File: src/rtl/tt_scanner_pkg.sv
// Shared types and defaults for the truth-table scanner: FSM states,
// default geometry, and the hold-counter width helper.
package tt_pkg;

  typedef enum logic [1:0] {
    IDLE = 2'd0,
    HOLD = 2'd1,
    DONE = 2'd2
  } state_t;

  localparam int TT_N_IN   = 3;
  localparam int TT_SETTLE = 2;

  // Counter must be able to hold the value SETTLE itself.
  function automatic int hold_cnt_w(input int settle);
    int w;
    w = $clog2(settle + 1);
    return (w < 1) ? 1 : w;
  endfunction

endpackage

File: src/rtl/tt_scanner_if.sv
// Scanner bus: control/result handshake plus the stimulus/response pair
// that connects to the combinational circuit under test.
interface tt_scanner_if #(
  parameter int N_IN = 3
);
  logic                 start;
  logic [2**N_IN-1:0]   expected;
  logic [N_IN-1:0]      stim;
  logic                 resp;
  logic                 busy;
  logic                 done;
  logic [2**N_IN-1:0]   tbl;
  logic [N_IN:0]        mismatch_cnt;
  logic [N_IN-1:0]      first_fail;
  logic                 first_fail_valid;

  // Controller / environment side.
  modport master (
    output start, expected, resp,
    input  stim, busy, done, tbl, mismatch_cnt, first_fail, first_fail_valid
  );

  // Scanner side.
  modport slave (
    input  start, expected, resp,
    output stim, busy, done, tbl, mismatch_cnt, first_fail, first_fail_valid
  );
endinterface

File: src/rtl/tt_scanner.sv
// Sweeps every input code, holds each for SETTLE+1 cycles, captures the
// single-bit response into a table and checks it against the expected table.
module tt_scanner
  import tt_pkg::*;
#(
  parameter int N_IN   = TT_N_IN,
  parameter int SETTLE = TT_SETTLE
) (
  input  logic        clk,
  input  logic        reset,
  tt_scanner_if.slave bus
);

  localparam int W  = 2**N_IN;
  localparam int CW = hold_cnt_w(SETTLE);
  localparam logic [N_IN-1:0] STIM_LAST = {N_IN{1'b1}};
  localparam logic [CW-1:0]   CNT_LAST  = CW'(SETTLE);

  state_t            r_state;
  logic [N_IN-1:0]   r_stim;
  logic [CW-1:0]     r_cnt;
  logic [W-1:0]      r_exp;
  logic [W-1:0]      r_tbl;
  logic [N_IN:0]     r_mcnt;
  logic [N_IN-1:0]   r_ff;
  logic              r_ffv;
  logic              r_busy;
  logic              r_done;
  logic              w_miss;

  assign w_miss = (bus.resp != r_exp[r_stim]);

  always_ff @(posedge clk or posedge reset) begin
    if (reset) begin
      r_state <= IDLE;
      r_stim  <= '0;
      r_cnt   <= '0;
      r_exp   <= '0;
      r_tbl   <= '0;
      r_mcnt  <= '0;
      r_ff    <= '0;
      r_ffv   <= 1'b0;
      r_busy  <= 1'b0;
      r_done  <= 1'b0;
    end else begin
      unique case (r_state)
        IDLE: begin
          if (bus.start) begin
            r_exp   <= bus.expected;
            r_tbl   <= '0;
            r_mcnt  <= '0;
            r_ff    <= '0;
            r_ffv   <= 1'b0;
            r_stim  <= '0;
            r_cnt   <= '0;
            r_busy  <= 1'b1;
            r_state <= HOLD;
          end
        end
        HOLD: begin
          if (r_cnt == CNT_LAST) begin
            r_tbl[r_stim] <= bus.resp;
            if (w_miss) begin
              r_mcnt <= r_mcnt + 1'b1;
              // Only the lowest failing code is kept.
              if (!r_ffv) begin
                r_ff  <= r_stim;
                r_ffv <= 1'b1;
              end
            end
            if (r_stim != STIM_LAST) begin
              r_stim <= r_stim + 1'b1;
              r_cnt  <= '0;
            end else begin
              r_busy  <= 1'b0;
              r_done  <= 1'b1;
              r_state <= DONE;
            end
          end else begin
            r_cnt <= r_cnt + 1'b1;
          end
        end
        DONE: begin
          r_done  <= 1'b0;
          r_state <= IDLE;
        end
        default: r_state <= IDLE;
      endcase
    end
  end

  assign bus.stim             = r_stim;
  assign bus.busy             = r_busy;
  assign bus.done             = r_done;
  assign bus.tbl              = r_tbl;
  assign bus.mismatch_cnt     = r_mcnt;
  assign bus.first_fail       = r_ff;
  assign bus.first_fail_valid = r_ffv;

endmodule

File: src/flat_wrapper.sv
// flat-port wrapper written by rule: the top's interface ports become plain ports
module tt_scanner_flat import tt_pkg::*;
#(
  parameter int N_IN   = TT_N_IN,
  parameter int SETTLE = TT_SETTLE
)
  (clk, reset, bus_start, bus_expected, bus_resp, bus_stim, bus_busy, bus_done, bus_tbl, bus_mismatch_cnt, bus_first_fail, bus_first_fail_valid);
  tt_scanner_if #(.N_IN(N_IN)) bus_i ();
  input  logic clk;
  input  logic reset;
  input wire logic [$bits(bus_i.start)-1:0] bus_start;
  input wire logic [$bits(bus_i.expected)-1:0] bus_expected;
  input wire logic [$bits(bus_i.resp)-1:0] bus_resp;
  output wire logic [$bits(bus_i.stim)-1:0] bus_stim;
  output wire logic [$bits(bus_i.busy)-1:0] bus_busy;
  output wire logic [$bits(bus_i.done)-1:0] bus_done;
  output wire logic [$bits(bus_i.tbl)-1:0] bus_tbl;
  output wire logic [$bits(bus_i.mismatch_cnt)-1:0] bus_mismatch_cnt;
  output wire logic [$bits(bus_i.first_fail)-1:0] bus_first_fail;
  output wire logic [$bits(bus_i.first_fail_valid)-1:0] bus_first_fail_valid;
  assign bus_i.start = bus_start;
  assign bus_i.expected = bus_expected;
  assign bus_i.resp = bus_resp;
  assign bus_stim = bus_i.stim;
  assign bus_busy = bus_i.busy;
  assign bus_done = bus_i.done;
  assign bus_tbl = bus_i.tbl;
  assign bus_mismatch_cnt = bus_i.mismatch_cnt;
  assign bus_first_fail = bus_i.first_fail;
  assign bus_first_fail_valid = bus_i.first_fail_valid;
  tt_scanner #(.N_IN(N_IN), .SETTLE(SETTLE)) u_core (.clk(clk), .reset(reset), .bus(bus_i));
endmodule
File: config.mk
export PLATFORM = sky130hd
export DESIGN_NAME = tt_scanner_flat
export DESIGN_NICKNAME = d
export VERILOG_FILES = /design/src/rtl/tt_scanner_pkg.sv /design/src/rtl/tt_scanner_if.sv /design/src/rtl/tt_scanner.sv /design/src/flat_wrapper.sv
export SDC_FILE = /design/constraint.sdc
export NUM_CORES = 1
export LEC_CHECK = 0
export BUFFER_PORTS_ARGS = -buffer_cell sky130_fd_sc_hd__buf_2
export CAP_MARGIN = 20
export CORE_UTILIZATION = 30
export DETAILED_ROUTE_END_ITERATION = 8
export PLACE_DENSITY = 0.58
export SLEW_MARGIN = 20
export SYNTH_ARGS = -nofsm -noshare
export SYNTH_HDL_FRONTEND = slang
export SYNTH_SLANG_ARGS = --single-unit
File: constraint.sdc
create_clock -name clk -period 5.3 [get_ports clk]
set_clock_uncertainty 0.15 [all_clocks]
set_input_delay 1.06 -clock clk [delete_from_list [all_inputs] [get_ports clk]]
set_output_delay 1.06 -clock clk [all_outputs]
set_load 0.02 [all_outputs]
==> metrics.md, run 1 <==
| Metric | Value |
|---|---|
| Slew Limit Fails | `0` |
| Setup TNS | `0 ns` |
| Clock latency on the worst-skew pair | `0.28 ns` |
| Worst hold path type | `flip-flop to flip-flop` |
| Final core occ | `0.3654` |
| GRT Util Overall | `0.1306` |
| Reg-to-Reg End | `u_core.bus.mismatch_cnt[3]$_DFFE_PP0P_` |
| Storage element area | `825.8 µm²` |
| Via count | `1327` |
| Multi-input gate area | `835.8 µm²` |
| Post-synthesis mux area share | `0.1404` |
| CTS max path bufs | `2` |
| Worst-Margin Slew | `0.7092 ns` |
| Fill cell count | `601` |
| GR Overflow Total | `0` |
| Placed wire-length estimate | `2445 µm` |
| Number of synthesized flops with an enable pin | `0` |
| Number of port buffers | `32` |
| Initial DRC count | `88` |
| Die W | `77.92 µm` |
| XOR/XNOR share of the synthesized area | `0.01447` |
| RSZ-0062 raised after global routing | `no` |
| First-pass GRT wire length | `6065 µm` |
| Yosys top cell area share | `0.4776` |
| Crit path DAT | `2.96 ns` |
| Syn Inst Count | `171` |
| Yosys top cell by area | `dfrtp_1` |
| Period minus WS final | `2.892 ns` |
| Fraction of layout instances using a drive strength above 1 | `0.2525` |
| Core Region | `5540 µm²` |
| Largest net degree at the start of global routing | `34` |
| Hold path cells | `2` |
| TritonCTS Buffers | `5` |
| Normalized max-slew margin | `0.5272` |
| R2R Setup Slk | `2.41 ns` |
| Setup-violating endpoint count in the final report | `0` |
| Main synth FF type | `dfrtp_1` |
| Fraction of the cycle the final worst path needs | `0.5456` |
| Simple-Gate Fraction of Synth Area | `0.1454` |
| Leakage | `0.9493 nW` |
| Area contributors post-synth | `dfrtp_1 (48%), mux2i_1 (7.5%), nand2_1 (5.4%), mux2_2 (5.2%), ha_1 (4.3%)` |
| Max frequency | `0.3458 GHz` |
| Clock sink total | `33` |
| Sequential share of the synthesized area | `0.4776` |
| Routability congestion estimate | `0.7129` |
| Avg WL per Cell | `12.95 µm` |
| Status | `finished clean` |
| Beginning of the worst hold path | `u_core.bus.busy$_DFFE_PP0P_` |
| Main combinational cell family by area after synthesis | `simple AND/OR/NAND/NOR gates` |
| Highest-count cells in the layout ignoring fill and taps | `dfrtp_1 (33), buf_2 (32), nand2_1 (25), o21ai_0 (14), mux2i_1 (13)` |
| Buffer count from post-CTS setup fixing | `0` |
| N_diodes | `0` |
| Final worst slack | `2.408 ns` |
| Place WS | `2.401 ns` |
| Detailed Route WL | `3548 µm` |
| CTS resizes | `0` |
| Die Area | `6072 µm²` |
| Clock Tree Root | `clkbuf_8` |
| Worst hold endpoint | `u_core.bus.busy$_DFFE_PP0P_` |
| Number of global-route vias before repair | `1238` |
| Die Y | `77.92 µm` |
| CTS tree | `yes` |
| Clk slew on worst S/H paths | `0.07 ns` |
| PwrDens | `595.8 nW/µm²` |
| Drc violations | `0` |
| Tot Pwr | `1.206 mW` |
| FFs w/ async S/R, synth | `1.000` |
| Hold buffers post-CTS | `0` |
| Mapped Nets | `189` |
| Worst-path fanout max | `22` |
| Vias per cell | `4.843` |
| Reg-to-Reg Start | `u_core.r_state[1]$_DFFE_PP0P_` |
| Initial Utilization | `0.3121` |
| Commonest non-fill, non-tap cell in the layout | `dfrtp_1` |
| Maxcap violations | `0` |
| Reg2reg path depth | `7` |
| Worst hold margin | `0.3523 ns` |
| Fin nets | `219` |
| Layout area overhead | `17.08%` |
| H-tree levels | `2` |
| Initial antenna violation count | `0` |
| IO Pins | `33` |
| Row count | `27` |
| Critical Path RT | `5.37 ns` |
| Mean Syn Cell Area | `10.11 µm²` |
| Post-Synth Adder-Cell Area | `0.04342` |
| Synth warn | `0` |
| Synthesized area | `1729 µm²` |
| CP Capture Type | `flip-flop` |
| Compound-gate portion of the synthesized area | `0.1397` |
| TritonRoute pass-1 iters | `4` |
| Flops & latches, synth | `33` |
| Startpoint types | `flip-flop` |
| Final hold vios | `0` |
| Number of distinct library cells after synthesis | `37` |
| Critical path start-end classification | `flip-flop to flip-flop` |
| Routed Antenna Nets | `0` |
| Maximum vdd drop | `167.8 µV` |
[worst max-delay path, stage by stage, from the launching register on]
cell and delay, ns:
dfrtp_1 0.38, inv_1 0.09, ha_1 0.62, mux2i_1 0.31, a21oi_1 0.48, nand2_1 0.17, or4_1 0.54, nand3_1 0.09
[registers in the layout (all words and copies together), names as in the netlist]
register and count:
u_core.bus.first_fail_valid 1, u_core.r_cnt 2, u_core.r_exp 8, u_core.bus.busy 1, u_core.bus.stim 3, u_core.bus.done 1, u_core.bus.first_fail 3, u_core.bus.mismatch_cnt 4
u_core.bus.tbl 8, u_core.r_state 2
[how the worst max path moves through the flow]
stage	endpoint	slack, ns	from
after global routing	u_core.bus.mismatch_cnt[3]$_DFFE_PP0P_	2.13	u_core.r_state[1]$_DFFE_PP0P_
final	u_core.bus.mismatch_cnt[3]$_DFFE_PP0P_	2.41	u_core.r_state[1]$_DFFE_PP0P_
after detailed placement	u_core.bus.mismatch_cnt[3]$_DFFE_PP0P_	2.40	u_core.r_state[1]$_DFFE_PP0P_
after floorplan	u_core.bus.mismatch_cnt[3]$_DFFE_PP0P_	2.86	bus_start
after global placement	u_core.bus.mismatch_cnt[3]$_DFFE_PP0P_	2.49	u_core.r_state[1]$_DFFE_PP0P_
after CTS	u_core.bus.mismatch_cnt[3]$_DFFE_PP0P_	2.39	u_core.r_state[1]$_DFFE_PP0P_
[per-layer routing]
layer,vias up,track usage,wire length [µm]
li1,666,-,-
met1,634,0.1753,1766
met2,20,0.1991,1590
met3,7,0.03647,134
met4,0,0.05000,55
met5,-,0,0
[cells by family (layout without fill, tap and decap cells)]
| group | after synthesis | count (layout) |
|---|---|---|
| xor gates and xnor gates | 2 | 2 |
| AOI/OAI and AO/OA | 38 | 38 |
| adders and majority gates | 6 | 6 |
| and+or+nand+nor | 54 | 54 |
| buffers and inverters | 16 | 47 |
| muxes | 22 | 22 |
| DFF | 33 | 33 |
[report_power, final]
| part | internal (mW) | switching (mW) |
|---|---|---|
| Clock | 0.0910 | 0.0912 |
| Sequential | 0.353 | 0.100 |
| Combinational | 0.229 | 0.341 |
| Total | 0.673 | 0.533 |
[through the flow]
step                      instances  area (µm²)
after floorplan                 171        1729
after global placement          266        1942
after detailed placement        266        1942
after CTS                       274        2024
after global routing            274        2024
final                           274        2024
[layout make-up]
cell class / instances / area share
Multi-Input combinational cell: 122 / 0.4129
Sequential cell: 33 / 0.4079
Timing Repair Buffer: 33 / 0.08282
Tap cell: 72 / 0.04450
Clock buffer: 6 / 0.03585
Inverter: 6 / 0.01112
Clock inverter: 2 / 0.004944
[cell usage after synthesis (all sizes together) (4+ instances only)]
cell type and number:
dfrtp 33, mux2 8, clkbuf 8, o21ai 14, a21oi 7, nor3 4, nand2 25, inv 6
nand3 6, ha 6, o211ai 4, nor2 7, mux2i 13
Note: power is estimated with default switching activity, not from simulation.
==> inputs of run 2 (changes only) <==
Settings changed: PLACE_DENSITY 0.58 to 0.59.
Clock period 5.3 ns to 2.4 ns, I/O delays scaled along.
==> run 2 against run 1 <==
Effect of this change:
- worst setup slack worse by 2.2 ns
- sequential cell count unchanged
- non-clock buffer count up 9
- count of clock-buffer cells in the layout down 1
- clock power up 110%
- final area up 2.9%
- critical endpoint is now u_core.bus.first_fail[2]$_DFFE_PP0P_
- largest power group unchanged
==> metrics.md, run 2 (synthesis results as in run 1) <==
| Metric | Value |
|---|---|
| Setup TNS | `0 ns` |
| Reg-to-Reg End | `u_core.bus.first_fail[2]$_DFFE_PP0P_` |
| Clock latency on the worst-skew pair | `0.29 ns` |
| Worst-Margin Slew | `0.4133 ns` |
| First-pass GRT wire length | `6699 µm` |
| Initial antenna violation count | `0` |
| N_diodes | `0` |
| Status | `finished clean` |
| Core Region | `5540 µm²` |
| Maximum vdd drop | `551.4 µV` |
| Vias per cell | `4.879` |
| Number of port buffers | `32` |
| Initial Utilization | `0.3121` |
| Worst hold path type | `primary input to asynchronous set/reset pin` |
| GRT Util Overall | `0.1444` |
| Clk slew on worst S/H paths | `0.07 ns` |
| CP max-delay cell | `mux4_2` |
| CTS max path bufs | `2` |
| Layout area overhead | `20.48%` |
| Final worst slack | `0.2091 ns` |
| Met1 Use GR | `0.2003` |
| Number of global-route vias before repair | `1363` |
| Cells after DPL | `275` |
| Die W | `77.92 µm` |
| Reg-to-Reg Start | `u_core.bus.stim[2]$_DFFE_PP0P_` |
| Cells along the critical path | `inv_2, mux4_2, xnor2_1, nand2b_1, a311o_1` |
| Place WS | `0.2296 ns` |
| Routability congestion estimate | `0.7801` |
| Largest net degree at the start of global routing | `34` |
| Slew Limit Fails | `0` |
| Detailed Route WL | `3811 µm` |
| Worst-path fanout max | `9` |
| Placed wire-length estimate | `2725 µm` |
| Startpoint types | `flip-flop` |
| Normalized max-slew margin | `0.7166` |
| Buffer count from post-CTS setup fixing | `0` |
| Reg2reg path depth | `5` |
| Tot Pwr | `2.805 mW` |
| RSZ-0062 raised after global routing | `no` |
| Fraction of the cycle the final worst path needs | `0.9129` |
| Final hold vios | `0` |
| Drc violations | `0` |
| Fraction of layout instances using a drive strength above 1 | `0.2823` |
| Die Y | `77.92 µm` |
| Busiest grt layer | `met2` |
| Critical path start-end classification | `flip-flop to flip-flop` |
| Initial DRC count | `93` |
| Max frequency | `0.4564 GHz` |
| R2R Setup Slk | `0.21 ns` |
| CP Depth | `5` |
| M2 GR Usage | `0.2142` |
| CP Capture Type | `flip-flop` |
| Via count | `1371` |
| Met3 Use GR | `0.04118` |
| TritonRoute pass-1 iters | `4` |
| GR Overflow Total | `0` |
| IO Pins | `33` |
| Fin nets | `228` |
| Row count | `27` |
| Commonest non-fill, non-tap cell in the layout | `dfrtp_1` |
| Final cell count without fillers | `281` |
| CTS resizes | `0` |
| Setup-violating endpoint count in the final report | `0` |
| Avg WL per Cell | `13.56 µm` |
| TritonCTS Buffers | `5` |
| PwrDens | `1346 nW/µm²` |
| Hold buffers post-CTS | `0` |
| Period minus WS final | `2.191 ns` |
| Crit path DAT | `2.20 ns` |
| Die Area | `6072 µm²` |
| Leakage | `0.9881 nW` |
| H-tree levels | `2` |
| Maxcap violations | `0` |
| Highest-count cells in the layout ignoring fill and taps | `dfrtp_1 (33), buf_2 (32), nand2_1 (25), o21ai_0 (14), mux2i_1 (13)` |
| Critical Path RT | `2.41 ns` |
| Clock sink total | `33` |
| CTS tree | `yes` |
| Crit path max-delay family | `multiplexers` |
| Max stage delay on crit path | `0.56 ns` |
| Clock Tree Root | `clkbuf_8` |
| Routed Antenna Nets | `0` |
| CP Buf/Inv Count | `1` |
==> run 2: cell types whose count changed in the layout (fill, tap and decap cells not counted), sizes merged <==
cell	delta
buf	+9
clkbuf	-1
clkinv	-1
==> run 2: worst max path at each step <==
stage / endpoint / from / slack [ns]
after floorplan: u_core.bus.first_fail[2]$_DFFE_PP0P_ / u_core.bus.stim[0]$_DFFE_PP0P_ / 0.16
after global placement: u_core.bus.mismatch_cnt[3]$_DFFE_PP0P_ / u_core.bus.stim[0]$_DFFE_PP0P_ / 0.31
after detailed placement: u_core.bus.first_fail[2]$_DFFE_PP0P_ / u_core.bus.stim[2]$_DFFE_PP0P_ / 0.23
after CTS: u_core.bus.first_fail[2]$_DFFE_PP0P_ / u_core.bus.stim[2]$_DFFE_PP0P_ / 0.21
after global routing: u_core.bus.tbl[6]$_DFFE_PP0P_ / u_core.r_state[0]$_DFFE_PP0P_ / 0.08
final: u_core.bus.first_fail[2]$_DFFE_PP0P_ / u_core.bus.stim[2]$_DFFE_PP0P_ / 0.21
==> run 2: where the power goes <==
part / total (mW) / leakage, nW / internal (mW) / switching (mW)
logic: 1.45 / 0.542 / 0.617 / 0.831
registers: 0.967 / 0.406 / 0.781 / 0.186
clock network: 0.389 / 0.0399 / 0.191 / 0.198
total: 2.80 / 0.988 / 1.59 / 1.22
==> run 2: area by class of cell <==
class | instances | area, µm²
Fill cell | 594 | 3457
Multi-Input combinational cell | 122 | 835.8
Sequential cell | 33 | 825.8
Timing Repair Buffer | 42 | 235.2
Tap cell | 72 | 90.09
Clock buffer | 5 | 68.82
Inverter | 6 | 22.52
Clock inverter | 1 | 5.005
==> run 2: worst register-to-register path: stages (launching register included) <==
cell and delay, ns:
dfrtp_1 0.48, inv_2 0.15, mux4_2 0.56, xnor2_1 0.23
nand2b_1 0.13, a311o_1 0.37
==> run 2: metal layers <==
metal | wire [µm] | vias up
li1 | - | 686
met1 | 1900 | 658
met2 | 1709 | 23
met3 | 149 | 4
met4 | 51 | 0
met5 | 0 | -
==> run 2: per-stage QoR <==
stage | util | hold slack [ns] | instance area (µm²)
detailed placement | 0.3627 | 0.3170 | 2009
global route | 0.3760 | 0.1931 | 2083
floorplan | - | 0.3278 | 1729
CTS | 0.3760 | 0.1426 | 2083
finish | 0.3760 | 0.1310 | 2083
global placement | 0.3627 | 0.3070 | 2009
